$ cat src/rtl/byte_striping_arb.sv
// -----------------------------------------------------------------------------
// byte_striping_arb
//
// Two-source round-robin arbiter and sequencer feeding the byte striper.
// One requester owns the datapath for a whole packet (or up to MAX_BURST
// bytes). Accepted bytes go out with a lane select that alternates
// lane 0 / lane 1 from the start of each grant. A grant that ends on lane 0
// is followed by one PAD byte on lane 1, so both lanes see equal byte
// counts per grant.
//
// Ports
//   clk_2f         single clock, rising edge
//   reset          asynchronous, active-low reset
//   req_0/1        requester has a byte on data_0/1
//   data_0/1       requester byte
//   last_0/1       byte is end of packet
//   ack_0/1        byte consumed this cycle (combinational)
//   stripe_ready   downstream striper can take a byte this cycle
//   data_out       byte to striper (registered)
//   valid_out      one-cycle pulse per emitted byte (registered)
//   lane_sel       0 = lane 0, 1 = lane 1 for data_out (registered)
//   grant          one-hot owner, 00 when idle or padding (registered)
//
// state | meaning
// ------+--------------------------------------------------------------
// IDLE  | no owner; arbitrate between pending requests by prio
// GNT0  | requester 0 owns the datapath
// GNT1  | requester 1 owns the datapath
// PAD   | grant ended on lane 0; emit PAD on lane 1 when striper ready
// -----------------------------------------------------------------------------

module byte_striping_arb #(
    parameter int                DATA_W    = 8,
    parameter int                MAX_BURST = 16,
    parameter logic [DATA_W-1:0] PAD       = '0
) (
    input  logic              clk_2f,
    input  logic              reset,
    input  logic              req_0,
    input  logic [DATA_W-1:0] data_0,
    input  logic              last_0,
    output logic              ack_0,
    input  logic              req_1,
    input  logic [DATA_W-1:0] data_1,
    input  logic              last_1,
    output logic              ack_1,
    input  logic              stripe_ready,
    output logic [DATA_W-1:0] data_out,
    output logic              valid_out,
    output logic              lane_sel,
    output logic [1:0]        grant
);

    localparam int CNT_W = $clog2(MAX_BURST) + 1;
    localparam logic [CNT_W-1:0] CNT_LAST = CNT_W'(MAX_BURST);
    localparam logic [CNT_W-1:0] CNT_ONE  = CNT_W'(1);

    localparam logic [1:0] ST_IDLE = 2'd0;
    localparam logic [1:0] ST_GNT0 = 2'd1;
    localparam logic [1:0] ST_GNT1 = 2'd2;
    localparam logic [1:0] ST_PAD  = 2'd3;

    logic [1:0]        r_state;
    logic              r_prio;
    logic [CNT_W-1:0]  r_cnt;
    logic              r_nl;
    logic [DATA_W-1:0] r_data_out;
    logic              r_valid_out;
    logic              r_lane_sel;
    logic [1:0]        r_grant;

    logic              w_gnt0;
    logic              w_gnt1;
    logic              w_req_prio;
    logic              w_req_other;
    logic [DATA_W-1:0] w_data_sel;
    logic              w_last_sel;
    logic              w_xfer;
    logic [CNT_W-1:0]  w_cnt_inc;
    logic              w_end;
    logic              w_pad_emit;
    logic [1:0]        w_state_nxt;
    logic [1:0]        w_grant_nxt;

    assign w_gnt0 = (r_state == ST_GNT0);
    assign w_gnt1 = (r_state == ST_GNT1);

    assign ack_0 = w_gnt0 & stripe_ready;
    assign ack_1 = w_gnt1 & stripe_ready;

    assign w_req_prio  = r_prio ? req_1 : req_0;
    assign w_req_other = r_prio ? req_0 : req_1;

    // Only the owner's data/last matter; the other side is ignored entirely.
    assign w_data_sel = w_gnt1 ? data_1 : data_0;
    assign w_last_sel = w_gnt1 ? last_1 : last_0;

    assign w_xfer    = ((w_gnt0 & req_0) | (w_gnt1 & req_1)) & stripe_ready;
    assign w_cnt_inc = r_cnt + CNT_ONE;

    // last on the MAX_BURST-th byte collapses into a single grant end.
    assign w_end = w_xfer & (w_last_sel | (w_cnt_inc == CNT_LAST));

    assign w_pad_emit = (r_state == ST_PAD) & stripe_ready;

    always_comb begin
        w_state_nxt = r_state;
        case (r_state)
            ST_IDLE: begin
                if (w_req_prio) begin
                    w_state_nxt = r_prio ? ST_GNT1 : ST_GNT0;
                end else if (w_req_other) begin
                    w_state_nxt = r_prio ? ST_GNT0 : ST_GNT1;
                end
            end
            ST_GNT0, ST_GNT1: begin
                // The ending byte takes lane r_nl; ending on lane 0 means an
                // odd count, so lane 1 still owes a byte.
                if (w_end) begin
                    w_state_nxt = r_nl ? ST_IDLE : ST_PAD;
                end
            end
            ST_PAD: begin
                if (stripe_ready) begin
                    w_state_nxt = ST_IDLE;
                end
            end
            default: w_state_nxt = ST_IDLE;
        endcase
    end

    // grant is registered alongside the state so it reflects the same edge.
    always_comb begin
        w_grant_nxt = {(w_state_nxt == ST_GNT1), (w_state_nxt == ST_GNT0)};
    end

    always_ff @(posedge clk_2f or negedge reset) begin
        if (!reset) begin
            r_state <= ST_IDLE;
            r_grant <= 2'b00;
            r_prio  <= 1'b0;
        end else begin
            r_state <= w_state_nxt;
            r_grant <= w_grant_nxt;
            if (w_end) begin
                r_prio <= w_gnt0;
            end
        end
    end

    // Burst counter and next-lane bit restart for every grant. Clearing them
    // throughout IDLE is equivalent to clearing on grant entry since no
    // transfer can happen while idle.
    always_ff @(posedge clk_2f or negedge reset) begin
        if (!reset) begin
            r_cnt <= '0;
            r_nl  <= 1'b0;
        end else if (r_state == ST_IDLE) begin
            r_cnt <= '0;
            r_nl  <= 1'b0;
        end else if (w_xfer) begin
            r_cnt <= w_cnt_inc;
            r_nl  <= ~r_nl;
        end
    end

    // data_out and lane_sel hold between emissions; valid_out pulses.
    always_ff @(posedge clk_2f or negedge reset) begin
        if (!reset) begin
            r_data_out  <= '0;
            r_valid_out <= 1'b0;
            r_lane_sel  <= 1'b0;
        end else begin
            r_valid_out <= 1'b0;
            if (w_xfer) begin
                r_data_out  <= w_data_sel;
                r_valid_out <= 1'b1;
                r_lane_sel  <= r_nl;
            end else if (w_pad_emit) begin
                r_data_out  <= PAD;
                r_valid_out <= 1'b1;
                r_lane_sel  <= 1'b1;
            end
        end
    end

    assign data_out  = r_data_out;
    assign valid_out = r_valid_out;
    assign lane_sel  = r_lane_sel;
    assign grant     = r_grant;

endmodule
$ cat config.mk
export PLATFORM = sky130hd
export DESIGN_NAME = byte_striping_arb
export DESIGN_NICKNAME = d
export VERILOG_FILES = /design/src/rtl/byte_striping_arb.sv
export SDC_FILE = /design/constraint.sdc
export NUM_CORES = 1
export LEC_CHECK = 0
export ABC_AREA = 1
export BUFFER_PORTS_ARGS = -buffer_cell sky130_fd_sc_hd__buf_2
export CORE_AREA = 2 2 62 64
export DETAILED_ROUTE_END_ITERATION = 16
export DIE_AREA = 0 0 64 66
export GPL_ROUTABILITY_DRIVEN = 0
export PLACE_DENSITY_LB_ADDON = 0.15
export SYNTH_ARGS = -nofsm -noshare
export SYNTH_HDL_FRONTEND = slang
export SYNTH_SLANG_ARGS = --single-unit
export TNS_END_PERCENT = 20
$ cat constraint.sdc
create_clock -name clk_2f -period 3.8 [get_ports clk_2f]
set_input_delay 0.95 -clock clk_2f [delete_from_list [all_inputs] [get_ports clk_2f]]
set_output_delay 0.95 -clock clk_2f [all_outputs]
set_load 0.05 [all_outputs]
==> summary.md <==
| Metric | Value |
|---|---|
| Area contributors post-synth | dfrtp_1 (43%), nand2_1 (14%), o21ai_0 (9.1%), inv_1 (7.7%), ha_1 (5.2%) |
| Die Ht | around 66 um |
| Initial antenna violation count | 0 |
| Metal-1 WL | ~1300 um |
| Slew Limit Fails | 0 |
| Finish-stage setup viols | 0 |
| Final total power | 1.112 mW |
| CTS root buffer | clkbuf_4 |
| FP Rows | 22 |
| Synth top area share | between 40% and 50% |
| ANT cells | 0 |
| Register area share after synthesis | a little over two fifths |
| Vias in the first global route | approximately 1100 |
| CTS tree | built |
| Final net count | about 230 |
| Worst-case hold slack | slightly below 0.5 ns |
| Post-synth EDFFs | 0 |
| Largest net degree at the start of global routing | 22 |
| Routed len/inst | 11.01 um |
| Dpl hpwl | 2091 um |
| DIE WIDTH | between 60 and 70 um |
| DIE AREA | 4224 um2 |
| Cell count of the worst hold path | 2 |
| Post-synth top cells | nand2_1 (45), inv_1 (25), o21ai_0 (22), dfrtp_1 (21), nand3_1 (9) |
| Final WL | ~2700 um |
| Kind of critical path | flop to output port |
| Post-route clock period utilization | roughly 74% |
| Remaining Overflow, GRT | 0 |
| Clk slew on worst S/H paths | ~0.11 ns |
| DR iter-0 viols | 37 |
| RSZ-0062 raised after global routing | no |
| Top Metal Used | met4 |
| Ys flop type | dfrtp_1 |
| Outcome | finished clean |
| Netlist cell types | 20 |
| Via-to-Cell Ratio | roughly 4.6 |
| Initial Util | 34.18% |
| Crit-path max FO | 20 |
| # Max-Cap Violations | 0 |
| Final hold violations | 0 |
| Setup Fix Bufs, Post-CTS | 0 |
| Cts hold-fix bufs | 0 |
| Achievable frequency | about 0.36 GHz |
| WL met3 | ~120 um |
| Relative area change from synthesis to final layout | 20.62% |
| CP arrival | roughly 1.9 ns |
| Final worst clock skew | about 0.0068 ns |
| Critical Path Start Type | flop |
| CTS Sinks | 21 |
| Endpoint class of the critical path | output port |
| Fin cells | ~250 |
| FF-to-FF path depth | 11 |
| Count leader, synth | nand2_1 |
| #FFs+latches synth | 21 |
| Total CTS buffers | 3 |
| DR pass1 iterations | 4 |
| Async SR Flop Fraction | 100.0% |
| Clock Path Buffers | 2 |
| Layout cells sized above 1 | 26.26% |
| Cells after DPL | about 240 |
| Max_slew headroom | between 50 and 60% |
| Tightest Pin Transition | between 0.6 and 0.7 ns |
| Post-cts resize count | 0 |
| Port Buffers | 36 |
| Global-route wire length before repair | 4616 um |
| Maximum vdd drop | ~300 uV |
| Syn_nets | 190 |
| Synth warnings | 0 |
| P_leak | about 0.82 nW |
| Filler Cell Count | 376 |
| Io pins | 37 |
| Hold Crit Class | flop to flop |
| Worst-Skew Late Latency | 0.30 ns |
| Synth area leader | dfrtp_1 |
| Layout Utilization | ~41% |
| H-tree Lvls | 1 |
| Antenna Nets Post-Route | 0 |
| Cell Area, Synth | ~1200 um2 |
| Reg area | between 500 and 600 um2 |
| GRT Total Usage | between 10% and 20% |
| Setup TNS | 0 ns |
| Via count | approximately 1100 |
| Worst Path Required | ~2.9 ns |
| Synthesized instance count | 162 |
| Met2 WL post-DR | 1278 um |
| DRC Markers | 0 |
| Area of the core | 3551 um2 |
| Power Density | about 760 nW/um2 |
| Syn Area/Cell | 7.492 um2 |
| Post-layout minimum cycle time | roughly 2.8 ns |
| Multi-input combinational cell area | roughly 570 um2 |
-- metal layers --
layer | track usage, % | vias up
li1 | - | 584
met3 | 2.385 | 4
met1 | 16.97 | 513
met5 | 0 | -
met2 | 24.35 | 22
met4 | 5.435 | 0
-- kinds of logic after synthesis --
kind of cell	after synthesis	share of synthesized area (%)
buf+inv	30	9.485
compound gates	28	12.17
flops	21	43.30
xor+xnor	1	0.7218
simple gates	77	29.17
fa+ha+maj	5	5.155
-- state kept, by name, summed over array words and instances (netlist names) --
signal and count:
data_out 8, r_cnt 5, grant 2, r_state 2, lane_sel 1, r_nl 1, r_prio 1, valid_out 1
-- path summary, 6_finish.rpt --
kind / start / end / slack [ns]
max: r_state[0] / ack_1 / 1.0
min: data_out[0] / data_out[0] / 0.50
max reg2reg: r_state[0] / grant[0] / 1.48
min reg2reg: data_out[0] / data_out[0] / 0.50
max in group asynchronous: reset / data_out[4] / 2.90
min in group asynchronous: reset / r_cnt[4] / 0.57
-- critical path, stage by stage, from the launching register on --
cell	delay (ns)
dfrtp_1	0.46
inv_1	0.11
ha_1	0.56
nand2_1	0.11
inv_1	0.06
buf_2	0.25
-- where the power goes --
| part | switching, mW | internal, mW | leakage [nW] |
|---|---|---|---|
| clock | 0.0692 | 0.0392 | 0.0177 |
| sequential | 0.0589 | 0.310 | 0.270 |
| combinational | 0.467 | 0.167 | 0.533 |
-- placed cells by master (no fill, tap or decap), drive strengths merged --
master / count
a31oi: 1
o211ai: 1
nand3: 12
nand4: 4
dfrtp: 21
nor2: 11
inv: 25
nand2: 50
buf: 36
clkbuf: 3
o21ai: 22
clkinv: 2
xor2: 1
a21oi: 4
ha: 5
-- metrics by stage --
step / cell area (um2) / setup WS [ns]
2_1_floorplan: 1214 / 1.380
3_3_place_gp: 1436 / 1.354
3_5_place_dp: 1436 / 1.298
4_1_cts: 1464 / 0.9370
5_1_grt: 1464 / 0.7615
6_report: 1464 / 0.9965
-- layout make-up --
class / count / share of cell area, %
inverter: 26 / 6.667
sequential: 21 / 35.90
timing repair buffer: 36 / 12.31
clock buffer: 3 / 1.538
clock inverter: 1 / 0.3419
tap: 48 / 4.103
multi-input combinational: 111 / 39.15
(Power assumes the default switching activity.)
